File: config.mk
export PLATFORM = sky130hd
export DESIGN_NAME = regfile_wb_arbiter_flat
export DESIGN_NICKNAME = d
export VERILOG_FILES = /design/src/rtl/rv32_pkg.sv /design/src/rtl/regfile_wb_arbiter_if.sv /design/src/rtl/rr_arb2.sv /design/src/rtl/regfile_wb_arbiter.sv /design/src/flat_wrapper.sv
export SDC_FILE = /design/constraint.sdc
export NUM_CORES = 1
export LEC_CHECK = 0
export CORE_MARGIN = 8
export CORE_UTILIZATION = 40
export DETAILED_ROUTE_END_ITERATION = 6
export GPL_TIMING_DRIVEN = 1
export PLACE_DENSITY_LB_ADDON = 0.08
export SLEW_MARGIN = 40
export SYNTH_ARGS = -nofsm -noshare
export SYNTH_HDL_FRONTEND = slang
export SYNTH_SLANG_ARGS = --single-unit
export TNS_END_PERCENT = 10
File: constraint.sdc
create_clock -name clk -period 1.9 [get_ports clk]
set_input_delay 0.285 -clock clk [delete_from_list [all_inputs] [get_ports clk]]
set_output_delay 0.285 -clock clk [all_outputs]
set_load 0.02 [all_outputs]
File: src/rtl/rv32_pkg.sv
// Shared constants and encodings for the regfile writeback arbiter.
// Provides XLEN/AW, the arbiter FSM states and the grant identifiers.
package rv32_pkg;

    localparam int XLEN = 32;
    localparam int AW   = 5;

    localparam logic [AW-1:0] CLR_FIRST = AW'(1);
    localparam logic [AW-1:0] CLR_LAST  = AW'(31);

    typedef enum logic {
        ST_ARB   = 1'b0,
        ST_CLEAR = 1'b1
    } arb_state_e;

    typedef enum logic {
        GNT_A = 1'b0,
        GNT_B = 1'b1
    } gnt_e;

endpackage

File: src/rtl/regfile_wb_arbiter_if.sv
// Writeback bus: two valid/ready requesters, clear control, regfile port.
// master = requester/regfile side, slave = the arbiter.
interface regfile_wb_arbiter_if;
    import rv32_pkg::*;

    logic            clr_req;
    logic            clr_busy;
    logic            a_valid;
    logic            a_ready;
    logic [AW-1:0]   a_rd;
    logic [XLEN-1:0] a_wd;
    logic            b_valid;
    logic            b_ready;
    logic [AW-1:0]   b_rd;
    logic [XLEN-1:0] b_wd;
    logic            rf_we;
    logic [AW-1:0]   rf_rd;
    logic [XLEN-1:0] rf_wd;
    logic [15:0]     stall_cnt;

    modport master (
        output clr_req, a_valid, a_rd, a_wd,
        output b_valid, b_rd, b_wd,
        input  clr_busy, a_ready, b_ready,
        input  rf_we, rf_rd, rf_wd, stall_cnt
    );

    modport slave (
        input  clr_req, a_valid, a_rd, a_wd,
        input  b_valid, b_rd, b_wd,
        output clr_busy, a_ready, b_ready,
        output rf_we, rf_rd, rf_wd, stall_cnt
    );

endinterface

File: src/rtl/rr_arb2.sv
// Two-way round-robin grant: valids + last grant -> one-hot grant.
// Ports: en_i, a_valid_i, b_valid_i, last_i in; gnt_o[0]=A, gnt_o[1]=B.
module rr_arb2
    import rv32_pkg::*;
(
    input  logic       en_i,
    input  logic       a_valid_i,
    input  logic       b_valid_i,
    input  gnt_e       last_i,
    output logic [1:0] gnt_o
);

    always_comb begin
        gnt_o = 2'b00;
        if (en_i) begin
            // On a tie the side that did not win last time goes first.
            if (a_valid_i && (!b_valid_i || last_i == GNT_B)) begin
                gnt_o[0] = 1'b1;
            end else if (b_valid_i) begin
                gnt_o[1] = 1'b1;
            end
        end
    end

endmodule

File: src/rtl/regfile_wb_arbiter.sv
// Owns the regfile write port: round-robin A/B writeback plus x1..x31 clear.
// Ports: clk, rst (sync, active-high), bus (slave side of writeback bus).
module regfile_wb_arbiter
    import rv32_pkg::*;
(
    input  logic                  clk,
    input  logic                  rst,
    regfile_wb_arbiter_if.slave   bus
);

    arb_state_e      state_q;
    gnt_e            last_q;
    logic [AW-1:0]   idx_q;
    logic            rf_we_q;
    logic [AW-1:0]   rf_rd_q;
    logic [XLEN-1:0] rf_wd_q;
    logic [15:0]     stall_q;
    logic [15:0]     stall_d;

    logic [1:0]      gnt;
    logic            arb_en;
    logic            stalled;
    logic [AW-1:0]   win_rd;
    logic [XLEN-1:0] win_wd;

    // A pending clear request takes the port this cycle.
    assign arb_en = (state_q == ST_ARB) && !bus.clr_req;

    rr_arb2 u_rr (
        .en_i      (arb_en),
        .a_valid_i (bus.a_valid),
        .b_valid_i (bus.b_valid),
        .last_i    (last_q),
        .gnt_o     (gnt)
    );

    assign win_rd = gnt[1] ? bus.b_rd : bus.a_rd;
    assign win_wd = gnt[1] ? bus.b_wd : bus.a_wd;

    assign stalled = (bus.a_valid && !gnt[0])
                   || (bus.b_valid && !gnt[1]);

    always_comb begin
        stall_d = stall_q;
        if (stalled && stall_q != 16'hFFFF) begin
            stall_d = stall_q + 16'd1;
        end
    end

    always_ff @(posedge clk) begin
        if (rst) begin
            state_q <= ST_ARB;
            last_q  <= GNT_B;
            idx_q   <= '0;
            rf_we_q <= 1'b0;
            rf_rd_q <= '0;
            rf_wd_q <= '0;
            stall_q <= '0;
        end else begin
            stall_q <= stall_d;
            case (state_q)
                ST_ARB: begin
                    if (bus.clr_req) begin
                        state_q <= ST_CLEAR;
                        idx_q   <= CLR_FIRST;
                        rf_we_q <= 1'b1;
                        rf_rd_q <= CLR_FIRST;
                        rf_wd_q <= '0;
                    end else if (gnt != 2'b00) begin
                        last_q  <= gnt[1] ? GNT_B : GNT_A;
                        // Writes to x0 are accepted but never reach the file.
                        rf_we_q <= (win_rd != '0);
                        if (win_rd != '0) begin
                            rf_rd_q <= win_rd;
                            rf_wd_q <= win_wd;
                        end
                    end else begin
                        rf_we_q <= 1'b0;
                    end
                end
                ST_CLEAR: begin
                    if (idx_q == CLR_LAST) begin
                        state_q <= ST_ARB;
                        rf_we_q <= 1'b0;
                    end else begin
                        idx_q   <= idx_q + AW'(1);
                        rf_we_q <= 1'b1;
                        rf_rd_q <= idx_q + AW'(1);
                        rf_wd_q <= '0;
                    end
                end
                default: begin
                    state_q <= ST_ARB;
                    rf_we_q <= 1'b0;
                end
            endcase
        end
    end

    assign bus.a_ready   = gnt[0];
    assign bus.b_ready   = gnt[1];
    assign bus.clr_busy  = (state_q == ST_CLEAR);
    assign bus.rf_we     = rf_we_q;
    assign bus.rf_rd     = rf_rd_q;
    assign bus.rf_wd     = rf_wd_q;
    assign bus.stall_cnt = stall_q;

endmodule

File: src/flat_wrapper.sv
// flat-port wrapper written by rule: the top's interface ports become plain ports
module regfile_wb_arbiter_flat import rv32_pkg::*;
  (clk, rst, bus_clr_req, bus_a_valid, bus_a_rd, bus_a_wd, bus_b_valid, bus_b_rd, bus_b_wd, bus_clr_busy, bus_a_ready, bus_b_ready, bus_rf_we, bus_rf_rd, bus_rf_wd, bus_stall_cnt);
  regfile_wb_arbiter_if bus_i ();
  input  logic clk;
  input  logic rst;
  input wire logic [$bits(bus_i.clr_req)-1:0] bus_clr_req;
  input wire logic [$bits(bus_i.a_valid)-1:0] bus_a_valid;
  input wire logic [$bits(bus_i.a_rd)-1:0] bus_a_rd;
  input wire logic [$bits(bus_i.a_wd)-1:0] bus_a_wd;
  input wire logic [$bits(bus_i.b_valid)-1:0] bus_b_valid;
  input wire logic [$bits(bus_i.b_rd)-1:0] bus_b_rd;
  input wire logic [$bits(bus_i.b_wd)-1:0] bus_b_wd;
  output wire logic [$bits(bus_i.clr_busy)-1:0] bus_clr_busy;
  output wire logic [$bits(bus_i.a_ready)-1:0] bus_a_ready;
  output wire logic [$bits(bus_i.b_ready)-1:0] bus_b_ready;
  output wire logic [$bits(bus_i.rf_we)-1:0] bus_rf_we;
  output wire logic [$bits(bus_i.rf_rd)-1:0] bus_rf_rd;
  output wire logic [$bits(bus_i.rf_wd)-1:0] bus_rf_wd;
  output wire logic [$bits(bus_i.stall_cnt)-1:0] bus_stall_cnt;
  assign bus_i.clr_req = bus_clr_req;
  assign bus_i.a_valid = bus_a_valid;
  assign bus_i.a_rd = bus_a_rd;
  assign bus_i.a_wd = bus_a_wd;
  assign bus_i.b_valid = bus_b_valid;
  assign bus_i.b_rd = bus_b_rd;
  assign bus_i.b_wd = bus_b_wd;
  assign bus_clr_busy = bus_i.clr_busy;
  assign bus_a_ready = bus_i.a_ready;
  assign bus_b_ready = bus_i.b_ready;
  assign bus_rf_we = bus_i.rf_we;
  assign bus_rf_rd = bus_i.rf_rd;
  assign bus_rf_wd = bus_i.rf_wd;
  assign bus_stall_cnt = bus_i.stall_cnt;
  regfile_wb_arbiter u_core (.clk(clk), .rst(rst), .bus(bus_i));
endmodule
==> results of run 1 <==
## registers in the layout, indices dropped and copies added (netlist names)
name and count:
u_core.bus.rf_we 1, u_core.bus.clr_busy 1, u_core.bus.rf_rd 5, u_core.last_q 1, u_core.idx_q 5, u_core.bus.stall_cnt 16, u_core.bus.rf_wd 32
## worst max path at each step
stage / cells after the start / endpoint / slack, ns
finish: 7 / u_core.bus.rf_wd[20] / 0.03
floorplan: 7 / u_core.bus.rf_wd[15] / 0.04
global placement: 6 / u_core.bus.rf_wd[8] / -0.29
global route: 7 / u_core.bus.rf_wd[20] / -0.0003
detailed placement: 6 / u_core.bus.rf_wd[14] / -0.31
CTS: 6 / u_core.bus.rf_wd[14] / 0.03
## through the flow
stage | cells | area (um^2) | power (mW)
detailed placement | 645 | 5100 | 2.12
global route | 660 | 5330 | 3.34
finish | 660 | 5330 | 3.19
global placement | 645 | 5100 | 2.11
CTS | 659 | 5280 | 3.23
floorplan | 407 | 3500 | 1.73
## report_power, final
part	leakage, nW	internal (mW)	switching (mW)
sequential	0.497	1.33	0.0296
clock	0.0923	0.626	0.466
combinational	1.37	0.408	0.329
total	1.96	2.37	0.824
## cells by family after synthesis
| family | synth area share |
|---|---|
| DFF | 0.349 |
| muxes | 0.150 |
| and+or+nand+nor | 0.287 |
| adders and majority gates | 0.0107 |
| buffers and inverters | 0.0587 |
| xor gates and xnor gates | 0.00250 |
| AOI/OAI and AO/OA | 0.142 |
## layout make-up
type,instances,area (um^2)
fill,778,3270
multi-input combinational,307,2100
timing repair buffer,166,1670
sequential,61,1220
clock buffer,12,145
tap,108,135
clock inverter,2,35.0
inverter,4,15.0
## cells in the final DEF (no fill, tap or decap), types with 4 or more instances in the layout
| cell type | Yosys | final |
|---|---|---|
| sky130_fd_sc_hd__o21ai_0 | 4 | 4 |
| sky130_fd_sc_hd__clkbuf_8 | 0 | 10 |
| sky130_fd_sc_hd__nor2_1 | 13 | 12 |
| sky130_fd_sc_hd__nand4_1 | 6 | 6 |
| sky130_fd_sc_hd__mux2_2 | 20 | 20 |
| sky130_fd_sc_hd__a21oi_1 | 44 | 44 |
| sky130_fd_sc_hd__mux2i_1 | 6 | 6 |
| sky130_fd_sc_hd__nor3_1 | 4 | 4 |
| sky130_fd_sc_hd__o31ai_1 | 9 | 9 |
| sky130_fd_sc_hd__nand2_1 | 16 | 15 |
| sky130_fd_sc_hd__nor2b_1 | 36 | 36 |
| sky130_fd_sc_hd__or4_1 | 8 | 8 |
| sky130_fd_sc_hd__buf_12 | 2 | 6 |
| sky130_fd_sc_hd__dfxtp_1 | 61 | 61 |
| sky130_fd_sc_hd__nand3_1 | 76 | 76 |
| sky130_fd_sc_hd__clkdlybuf4s50_1 | 0 | 132 |
| sky130_fd_sc_hd__and3_1 | 6 | 6 |
| sky130_fd_sc_hd__mux2_4 | 16 | 16 |
| sky130_fd_sc_hd__buf_4 | 2 | 23 |
## layer usage
| metal | share of wire | GRT usage | vias to the layer above |
|---|---|---|---|
| li1 | - | - | 1767 |
| met4 | 0.0085 | 0.0463 | 0 |
| met3 | 0.084 | 0.0533 | 8 |
| met1 | 0.45 | 0.223 | 1616 |
| met5 | 0 | 0 | - |
| met2 | 0.46 | 0.275 | 122 |
## what timing repair did
item                                    CTS  global route
resized for setup                         2             6
buffers inserted                          0             0
hold buffers                              0             0
endpoints found under the setup margin    2            13
cloned                                    0             1
## worst min-delay path, delay by kind of cell
kind | cells | cell delay, ns
and+or+nand+nor | 1 | 0.10
buffers and inverters | 2 | 0.32
==> tab_implementation.tex, run 1 <==
\begin{tabular}{lr}
\hline
Metric & Value \\
\hline
\multicolumn{2}{l}{\textbf{Placed design}} \\
Setup WS pre-CTS & -0.315 ns \\
Final Wtd Congestion & a little over 0.8 \\
Number of input and output port buffers inserted & around 140 \\
Estimated wirelength of the detail-placed design & between 7 and 8 mm \\
\multicolumn{2}{l}{\textbf{Timing}} \\
Smallest setup slack after layout & 0.0348 ns \\
Post-route clock period utilization & 0.982 \\
Max Clock Freq & 536 MHz \\
Clock Skews & roughly 0.0066 ns \\
Measured slew at the worst slew-check pin & 0.518 ns \\
Total negative slack & 0 ns \\
Number of slew-limit violations in the final report & 0 \\
Post-layout min period & between 1.5 and 2 ns \\
Count of endpoints failing hold in the final timing report & 0 \\
Final hold slack & between 0.4 and 0.5 ns \\
Total of endpoints with negative setup slack in the final report & 0 \\
Rel. slew slack & 0.652 \\
\multicolumn{2}{l}{\textbf{Drt}} \\
Antenna viol nets, final & 0 \\
Vias after detailed routing & 3,513 \\
Detailed-route DRC error count & 0 \\
Via/cell ratio & 5.32 \\
Aggregate routed wire length & 10.7 mm \\
First-pass iteration count of the detailed router & 4 \\
Iter 0 DRT Violations & 200 \\
Final routed wire length divided by cell count & between 15 and 20 um \\
\multicolumn{2}{l}{\textbf{Clocking}} \\
Number of sinks driven by the clock tree & 61 \\
Largest buffer count on any clock path & 2 \\
Number of H-tree branching levels & 3 \\
Source-to-sink clock delay at the later pin of the worst-skew pair & 0.33 ns \\
Cell at the root of the clock tree & sky130\_fd\_sc\_hd\_\_clkbuf\_8 \\
Reg clk slew, reported paths & 0.06 ns \\
TritonCTS clock tree & built \\
Number of clock buffers inserted by TritonCTS & 9 \\
\multicolumn{2}{l}{\textbf{Setup path}} \\
R2r worst-path depth & 7 \\
Worst reg2reg endpoint & u\_core.bus.rf\_wd[20] \\
Largest delay share family, worst path & simple AND/OR/NAND/NOR gates \\
Worst Setup SP & u\_core.idx\_q[1] \\
Chain of cells forming the critical path & ha\_1 > and3\_1 > ha\_1 > nand2\_2 > nand4\_4 > clkbuf\_16 > mux2\_4 \\
Critical path's largest stage delay & between 0.3 and 0.4 ns \\
Data arrival, critical path & 2.08 ns \\
Category of the most critical setup path & flop to flop \\
Required time at the worst-slack endpoint & 2.11 ns \\
Critical path buffer and inverter count & 1 \\
FF-to-FF setup slack & 0.03 ns \\
CP Launch Type & flop \\
Worst-path fanout max & 13 \\
Most common cell type on the critical path & sky130\_fd\_sc\_hd\_\_ha\_1 \\
Type of element capturing the critical path & flop \\
Worst r2r src & u\_core.idx\_q[1] \\
Cell type of the slowest stage on the worst timing path & sky130\_fd\_sc\_hd\_\_dfxtp\_1 \\
\multicolumn{2}{l}{\textbf{Synth}} \\
Share of the synthesized area in the top cell type & 0.349 \\
Synth top cells by count & 76 x sky130\_fd\_sc\_hd\_\_nand3\_1, 61 x sky130\_fd\_sc\_hd\_\_dfxtp\_1, 44 x sky130\_fd\_sc\_hd\_\_a21oi\_1, 36 x sky130\_fd\_sc\_hd\_\_nor2b\_1, 21 x sky130\_fd\_sc\_hd\_\_clkbuf\_1 \\
Share of flip-flops with an asynchronous set or reset after synthesis & 0 \\
Seq/Total Area, Yosys & 0.349 \\
Syn\_area\_per\_cell & about 8.6 um\^{}2 \\
Dominant cell type by area after synthesis & sky130\_fd\_sc\_hd\_\_dfxtp\_1 \\
Count of different cell masters after synthesis & 51 \\
Library cell with the highest instance count after synthesis & sky130\_fd\_sc\_hd\_\_nand3\_1 \\
Synthesized netlist cell count & 407 \\
Ys Warns & 0 \\
Number of storage elements in the synthesis netlist & 61 \\
Primary flip-flop cell chosen by synthesis mapping & sky130\_fd\_sc\_hd\_\_dfxtp\_1 \\
Netlist area before placement & around 3500 um\^{}2 \\
Syn nets & 489 \\
Ranking of synthesized cells by area & sky130\_fd\_sc\_hd\_\_dfxtp\_1 35\%, sky130\_fd\_sc\_hd\_\_nand3\_1 11\%, sky130\_fd\_sc\_hd\_\_mux2\_4 6.9\% \\
Number of synthesized flops with an enable pin & 0 \\
\multicolumn{2}{l}{\textbf{Run status}} \\
Result of the run & completed \\
\multicolumn{2}{l}{\textbf{Min path}} \\
Min-delay src & rst \\
Worst-case hold path end point & u\_core.idx\_q[1] \\
HP Class & input pin to flop \\
Depth of the worst hold-timing path & 3 \\
\multicolumn{2}{l}{\textbf{Die}} \\
Number of placement rows & 34 \\
Number of top-level pins & 136 \\
Floorplan die area & $\sim$12,000 um\^{}2 \\
Placeable core region & around 8600 um\^{}2 \\
Die X-Extent & 110 um \\
Starting utilization of the core area & 0.407 \\
Height of the die & 110 um \\
\multicolumn{2}{l}{\textbf{Pwr}} \\
LEAKAGE & 1.96 nW \\
Highest ir drop seen on vdd & 315 uV \\
Power density normalized to cell area & approximately 600 nW/um\^{}2 \\
\multicolumn{2}{l}{\textbf{Global route}} \\
Vias in the first global route & $\sim$3,500 \\
Global-route wire length before repair & approximately 17 mm \\
Maximum number of pins on one net before global-route repair & 58 \\
Antenna violations before repair & 0 \\
Remaining global-route overflow & 0 \\
Total Routing Usage GR & 0.173 \\
\multicolumn{2}{l}{\textbf{Final layout}} \\
Number of inserted diodes & 0 \\
Share of layout cells above drive strength 1 & 0.163 \\
\# nets final & around 630 \\
Post-layout util & 0.620 \\
Area growth from synthesis to layout & 52.3\% \\
\multicolumn{2}{l}{\textbf{Job}} \\
Max-cap violation count & 0 \\
\hline
\end{tabular}
No activity file was read; power rests on OpenSTA's default activity.
==> inputs of run 2 (changes only) <==
--- a/config.mk
+++ b/config.mk
@@ -5,11 +5,13 @@
 export SDC_FILE = /design/constraint.sdc
 export NUM_CORES = 1
 export LEC_CHECK = 0
+export ABC_CLOCK_PERIOD_IN_PS = 1900
 export CORE_MARGIN = 8
 export CORE_UTILIZATION = 40
 export DETAILED_ROUTE_END_ITERATION = 6
 export GPL_TIMING_DRIVEN = 1
 export PLACE_DENSITY_LB_ADDON = 0.08
+export SKIP_CTS_REPAIR_TIMING = 1
 export SLEW_MARGIN = 40
 export SYNTH_ARGS = -nofsm -noshare
 export SYNTH_HDL_FRONTEND = slang
==> tab_implementation.tex, run 2 (synthesized netlist as in run 1, its figures left out) <==
\begin{tabular}{lr}
\hline
Metric & Value \\
\hline
\multicolumn{2}{l}{\textbf{Die}} \\
Placeable core region & 8590 um\^{}2 \\
Die X-Extent & 110 um \\
Height of the die & $\sim$110 um \\
Floorplan die area & 12,000 um\^{}2 \\
Number of top-level pins & between 100 and 150 \\
Starting utilization of the core area & 0.407 \\
Number of placement rows & 34 \\
\multicolumn{2}{l}{\textbf{Drt}} \\
First-pass iteration count of the detailed router & 4 \\
Vias after detailed routing & around 3,500 \\
Via/cell ratio & 5.34 \\
Detailed-route DRC error count & 0 \\
Aggregate routed wire length & 10.6 mm \\
Iter 0 DRT Violations & 163 \\
Antenna viol nets, final & 0 \\
Final routed wire length divided by cell count & around 16 um \\
\multicolumn{2}{l}{\textbf{Setup path}} \\
Category of the most critical setup path & input pin to flop \\
Type of element capturing the critical path & flop \\
R2r worst-path depth & 7 \\
FF-to-FF setup slack & 0.08 ns \\
Worst r2r src & u\_core.idx\_q[1] \\
Worst reg2reg endpoint & u\_core.bus.rf\_wd[14] \\
Required time at the worst-slack endpoint & 2.11 ns \\
Worst-path fanout max & 27 \\
Data arrival, critical path & 2.05 ns \\
CP Launch Type & input pin \\
\multicolumn{2}{l}{\textbf{Timing}} \\
Post-layout min period & 1.85 ns \\
Rel. slew slack & 0.653 \\
Measured slew at the worst slew-check pin & 0.516 ns \\
Smallest setup slack after layout & approximately 0.053 ns \\
Final hold slack & 0.423 ns \\
Clock Skews & 0.00760 ns \\
Max Clock Freq & 541 MHz \\
Unrepaired setup endpoints after global routing & true \\
Post-route clock period utilization & 0.972 \\
Total of endpoints with negative setup slack in the final report & 0 \\
Number of slew-limit violations in the final report & 0 \\
Count of endpoints failing hold in the final timing report & 0 \\
\multicolumn{2}{l}{\textbf{Global route}} \\
Global-route wire length before repair & $\sim$17 mm \\
Vias in the first global route & between 3,000 and 4,000 \\
Maximum number of pins on one net before global-route repair & 58 \\
Antenna violations before repair & 0 \\
Remaining global-route overflow & 0 \\
Total Routing Usage GR & 0.173 \\
\multicolumn{2}{l}{\textbf{Clocking}} \\
Largest buffer count on any clock path & 2 \\
Reg clk slew, reported paths & $\sim$0.07 ns \\
Cell at the root of the clock tree & sky130\_fd\_sc\_hd\_\_clkbuf\_8 \\
Source-to-sink clock delay at the later pin of the worst-skew pair & $\sim$0.32 ns \\
Number of clock buffers inserted by TritonCTS & 9 \\
Number of H-tree branching levels & 3 \\
Number of sinks driven by the clock tree & 61 \\
TritonCTS clock tree & built \\
\multicolumn{2}{l}{\textbf{Pwr}} \\
Switching power & 0.820 mW \\
Sequential share of power & 0.428 \\
Highest ir drop seen on vdd & 313 uV \\
Power share of the combinational group & 0.229 \\
Clock network power share & 0.343 \\
LEAKAGE & 1.97 nW \\
Total internal power & 2.36 mW \\
Power density normalized to cell area & 601 nW/um\^{}2 \\
Proportion of total power due to net switching & 0.258 \\
\multicolumn{2}{l}{\textbf{Job}} \\
Max-cap violation count & 0 \\
\multicolumn{2}{l}{\textbf{Final layout}} \\
Most common cell after layout, fill and taps aside & sky130\_fd\_sc\_hd\_\_clkdlybuf4s50\_1 \\
Share of layout cells above drive strength 1 & 0.162 \\
Largest register FFs & 32 \\
Final Instance Count excl. Fillers & 659 \\
Most frequent cells in the layout & 132 x sky130\_fd\_sc\_hd\_\_clkdlybuf4s50\_1, 76 x sky130\_fd\_sc\_hd\_\_nand3\_1, 61 x sky130\_fd\_sc\_hd\_\_dfxtp\_1 \\
\# nets final & 630 \\
Area growth from synthesis to layout & 51.5\% \\
Number of inserted diodes & 0 \\
\multicolumn{2}{l}{\textbf{Placed design}} \\
Estimated wirelength of the detail-placed design & 7.97 mm \\
Number of input and output port buffers inserted & 135 \\
Placed cell count & roughly 650 \\
Final Wtd Congestion & slightly above 0.8 \\
Setup WS pre-CTS & -0.315 ns \\
\multicolumn{2}{l}{\textbf{Run status}} \\
Result of the run & completed \\
\multicolumn{2}{l}{\textbf{Min path}} \\
Depth of the worst hold-timing path & 3 \\
Min-delay src & rst \\
HP Class & input pin to flop \\
Worst-case hold path end point & u\_core.bus.clr\_busy \\
\hline
\end{tabular}
-- run 2: final cells by class --
type                            instances  area, um^2
Clock inverter                          2        35.0
Tap cell                              108         135
Inverter                                4        15.0
Timing Repair Buffer                  165        1650
Sequential cell                        61        1220
Clock buffer                           12         145
Multi-Input combinational cell        307        2090
Fill cell                             782        3300
-- run 2: power groups by stage --
stage / logic, mW / clock network (mW) / registers, mW
floorplan: 0.282 / 0 / 1.45
global placement: 0.721 / 0 / 1.39
detailed placement: 0.730 / 0 / 1.39
CTS: 0.734 / 1.13 / 1.36
global route: 0.785 / 1.18 / 1.37
finish: 0.730 / 1.09 / 1.36
-- run 2: worst max-delay path by stage --
stage / startpoint / depth (start not counted) / endpoint
global placement: bus_clr_req / 6 / u_core.bus.rf_wd[8]
global route: u_core.idx_q[1] / 7 / u_core.bus.rf_wd[14]
detailed placement: bus_clr_req / 6 / u_core.bus.rf_wd[14]
floorplan: u_core.bus.clr_busy / 7 / u_core.bus.rf_wd[15]
finish: bus_clr_req / 6 / u_core.bus.rf_wd[14]
CTS: bus_clr_req / 5 / bus_a_ready
-- run 2: per-stage QoR --
stage | util | cell area [um^2] | setup TNS, ns | total power, mW
final | 0.616 | 5300 | 0 | 3.18
after global routing | 0.616 | 5300 | -0.00640 | 3.33
after CTS | 0.615 | 5280 | -0.370 | 3.23
after detailed placement | 0.594 | 5100 | -11.46 | 2.12
after global placement | 0.594 | 5100 | -10.36 | 2.11
after floorplan | - | 3500 | 0 | 1.73
-- run 2: worst max-delay path: stages --
cell                              delay, ns
sky130_fd_sc_hd__clkdlybuf4s50_1       0.43
sky130_fd_sc_hd__or2_4                 0.29
sky130_fd_sc_hd__or3_1                 0.33
sky130_fd_sc_hd__nand4_2               0.14
sky130_fd_sc_hd__buf_12                0.22
sky130_fd_sc_hd__mux2_2                0.36
-- run 2: routing by layer --
metal / GRT usage / part of all wire
met1: 0.223 / 0.45
met2: 0.275 / 0.46
met3: 0.0533 / 0.092
met4: 0.0463 / 0.0061
met5: 0 / 0
==> inputs of run 3 (changes only) <==
--- a/config.mk
+++ b/config.mk
@@ -7,7 +7,7 @@
 export LEC_CHECK = 0
 export ABC_CLOCK_PERIOD_IN_PS = 1900
 export CORE_MARGIN = 8
-export CORE_UTILIZATION = 40
+export CORE_UTILIZATION = 39
 export DETAILED_ROUTE_END_ITERATION = 6
 export GPL_TIMING_DRIVEN = 1
 export PLACE_DENSITY_LB_ADDON = 0.08
@@ -15,5 +15,6 @@
 export SLEW_MARGIN = 40
 export SYNTH_ARGS = -nofsm -noshare
 export SYNTH_HDL_FRONTEND = slang
+export SYNTH_HIERARCHICAL = 1
 export SYNTH_SLANG_ARGS = --single-unit
 export TNS_END_PERCENT = 10
==> tab_implementation.tex, run 3 <==
\begin{tabular}{lr}
\hline
Metric & Value \\
\hline
\multicolumn{2}{l}{\textbf{Placed design}} \\
Final Wtd Congestion & 0.885 \\
Setup WS pre-CTS & -0.619 ns \\
Estimated wirelength of the detail-placed design & 7.59 mm \\
Placed cell count & 581 \\
Number of input and output port buffers inserted & approximately 140 \\
\multicolumn{2}{l}{\textbf{Final layout}} \\
Final Instance Count excl. Fillers & 610 \\
Most common cell after layout, fill and taps aside & sky130\_fd\_sc\_hd\_\_clkdlybuf4s50\_1 \\
Post-layout util & 0.652 \\
\# nets final & just under 600 \\
Area growth from synthesis to layout & 64.7\% \\
Number of inserted diodes & 0 \\
Most frequent cells in the layout & 133 x sky130\_fd\_sc\_hd\_\_clkdlybuf4s50\_1, 60 x sky130\_fd\_sc\_hd\_\_dfxtp\_1, 44 x sky130\_fd\_sc\_hd\_\_mux2i\_1 \\
Largest register FFs & 32 \\
Share of layout cells above drive strength 1 & 0.250 \\
\multicolumn{2}{l}{\textbf{Die}} \\
Floorplan die area & 11,400 um\^{}2 \\
Die X-Extent & around 110 um \\
Number of placement rows & 33 \\
Starting utilization of the core area & 0.396 \\
Placeable core region & 8090 um\^{}2 \\
Number of top-level pins & 136 \\
Height of the die & 107 um \\
\multicolumn{2}{l}{\textbf{Clocking}} \\
TritonCTS clock tree & built \\
Source-to-sink clock delay at the later pin of the worst-skew pair & about 0.33 ns \\
Cell at the root of the clock tree & sky130\_fd\_sc\_hd\_\_clkbuf\_8 \\
Number of H-tree branching levels & 3 \\
Reg clk slew, reported paths & about 0.06 ns \\
Number of clock buffers inserted by TritonCTS & 9 \\
Largest buffer count on any clock path & 2 \\
Number of sinks driven by the clock tree & 61 \\
\multicolumn{2}{l}{\textbf{Pwr}} \\
Highest ir drop seen on vdd & 354 uV \\
LEAKAGE & 1.89 nW \\
Power density normalized to cell area & 570 nW/um\^{}2 \\
Power consumption & 3.01 mW \\
\multicolumn{2}{l}{\textbf{Drt}} \\
Vias after detailed routing & 3,159 \\
First-pass iteration count of the detailed router & 4 \\
Iter 0 DRT Violations & 100 \\
Aggregate routed wire length & approximately 10 mm \\
Via/cell ratio & $\sim$5.2 \\
Antenna viol nets, final & 0 \\
Final routed wire length divided by cell count & roughly 17 um \\
Detailed-route DRC error count & 0 \\
\multicolumn{2}{l}{\textbf{Global route}} \\
Antenna violations before repair & 0 \\
Vias in the first global route & 3,114 \\
Global-route wire length before repair & 15.4 mm \\
Total Routing Usage GR & 0.165 \\
Maximum number of pins on one net before global-route repair & 21 \\
Remaining global-route overflow & 0 \\
\multicolumn{2}{l}{\textbf{Synth}} \\
Number of synthesized flops with an enable pin & 0 \\
Ranking of synthesized cells by area & sky130\_fd\_sc\_hd\_\_dfxtp\_1 38\%, sky130\_fd\_sc\_hd\_\_mux2i\_1 14\%, sky130\_fd\_sc\_hd\_\_nand2\_1 4.9\% \\
Largest family of logic cells by synthesized area & compound AO/OA/AOI/OAI gates \\
Synth top cells by count & 61 x sky130\_fd\_sc\_hd\_\_dfxtp\_1, 44 x sky130\_fd\_sc\_hd\_\_mux2i\_1, 42 x sky130\_fd\_sc\_hd\_\_nand2\_1, 30 x sky130\_fd\_sc\_hd\_\_a21oi\_1, 13 x sky130\_fd\_sc\_hd\_\_mux2\_2 \\
Syn nets & 414 \\
Primary flip-flop cell chosen by synthesis mapping & sky130\_fd\_sc\_hd\_\_dfxtp\_1 \\
Seq/Total Area, Yosys & 0.381 \\
Count of different cell masters after synthesis & 52 \\
Synthesized-area fraction occupied by ao, oa, aoi and oai cells & 0.218 \\
Area share of and/or/nand/nor cells after synthesis & 0.161 \\
Mux share of post-synthesis cell area & 0.183 \\
Syn\_area\_per\_cell & 9.66 um\^{}2 \\
Synthesized netlist cell count & 332 \\
Share of the synthesized area in the top cell type & 0.381 \\
Library cell with the highest instance count after synthesis & sky130\_fd\_sc\_hd\_\_dfxtp\_1 \\
Share of flip-flops with an asynchronous set or reset after synthesis & 0 \\
Netlist area before placement & 3210 um\^{}2 \\
Adder-cell area share of the yosys netlist & 0.0117 \\
Xor and xnor area share after synthesis & 0.00273 \\
Dominant cell type by area after synthesis & sky130\_fd\_sc\_hd\_\_dfxtp\_1 \\
Number of storage elements in the synthesis netlist & 61 \\
Ys Warns & 6 \\
\multicolumn{2}{l}{\textbf{Job}} \\
Max-cap violation count & 0 \\
\multicolumn{2}{l}{\textbf{Setup path}} \\
Category of the most critical setup path & input pin to flop \\
Worst-path fanout max & 7 \\
Chain of cells forming the critical path & clkdlybuf4s50\_1 > or2\_4 > clkinv\_4 > nand2\_4 > a21oi\_4 > nor4b\_4 > o22ai\_4 > a21oi\_4 > buf\_12 > buf\_12 > mux2i\_1 \\
CP Launch Type & input pin \\
Critical path's largest stage delay & approximately 0.40 ns \\
Type of element capturing the critical path & flop \\
Data arrival, critical path & 2.36 ns \\
Cell type of the slowest stage on the worst timing path & sky130\_fd\_sc\_hd\_\_clkdlybuf4s50\_1 \\
Required time at the worst-slack endpoint & between 2 and 2.5 ns \\
\multicolumn{2}{l}{\textbf{Timing}} \\
Number of slew-limit violations in the final report & 0 \\
Unrepaired setup endpoints after global routing & true \\
Count of endpoints failing hold in the final timing report & 0 \\
Measured slew at the worst slew-check pin & about 0.63 ns \\
Post-route clock period utilization & 1.11 \\
Clock Skews & 0.00914 ns \\
Total of endpoints with negative setup slack in the final report & 47 \\
Max Clock Freq & 476 MHz \\
Rel. slew slack & 0.578 \\
Post-layout min period & 2.10 ns \\
Smallest setup slack after layout & -0.202 ns \\
\multicolumn{2}{l}{\textbf{Run status}} \\
Result of the run & complete, but fails checks \\
Violated checks & negative setup slack \\
\multicolumn{2}{l}{\textbf{Min path}} \\
HP Class & flop to flop \\
\hline
\end{tabular}
-- run 3: cell types whose count changed after synthesis, sizes merged, moves of 6 or more --
| cell | change |
|---|---|
| nand2 | +26 |
| a21oi | -12 |
| nand3 | -71 |
| mux2 | -23 |
| o2bb2ai | +11 |
| nand4 | -6 |
| a211oi | +18 |
| mux2i | +38 |
| nor2b | -29 |
| clkbuf | -13 |
-- run 3: cell type report --
cell class,instances,area [um^2]
fillers,688,2810
multi-input cells,247,2020
repair buffers,176,1720
flip-flops and latches,61,1220
well taps,105,131
clock buffers,10,128
clock inverters,6,30.0
inverters,5,23.8
-- run 3: cell families (layout without fill, tap and decap cells) --
kind of cell / after synthesis / in the layout
compound gates: 89 / 90
simple gates: 95 / 96
mux: 57 / 57
xor+xnor: 1 / 1
buf+inv: 26 / 197
flops: 61 / 61
fa+ha+maj: 3 / 3
-- run 3: path summary, 6_finish.rpt --
check / startpoint / end / slack (ns) / depth (start not counted)
hold reg to reg: u_core/bus.rf_wd[9] / u_core/bus.rf_wd[9] / 0.45 / 2
hold / removal: u_core/bus.rf_wd[9] / u_core/bus.rf_wd[9] / 0.45 / 2
setup / recovery: bus_clr_req / u_core/bus.rf_rd[2] / -0.20 / 11
setup reg to reg: u_core/bus.clr_busy / u_core/bus.rf_rd[2] / -0.20 / 10
-- run 3: critical path, delay by kind of cell --
family	cells	cell delay, ns
compound gates	3	0.56
mux	1	0.18
simple gates	3	0.63
buf+inv	4	0.70
-- run 3: report_power, final --
| part | internal (mW) | switching (mW) |
|---|---|---|
| clock network | 0.459 | 0.486 |
| logic | 0.397 | 0.317 |
| registers | 1.32 | 0.0273 |
| total | 2.18 | 0.830 |
-- run 3: per-layer routing --
layer	routed length, um	vias to the layer above	track usage
met1	4370	1484	0.191
met2	5110	94	0.278
li1	-	1566	-
met5	0	-	0
met4	195	0	0.0683
met3	654	15	0.0462
-- run 3: stage by stage --
stage | TNS, ns | hold WS, ns | cell area (um^2)
2_1_floorplan | -11.03 | 0.453 | 3250
3_3_place_gp | -27.57 | 0.444 | 4850
3_5_place_dp | -28.98 | 0.447 | 4850
4_1_cts | -10.02 | 0.460 | 5010
5_1_grt | -11.02 | 0.477 | 5280
6_report | -7.16 | 0.455 | 5280
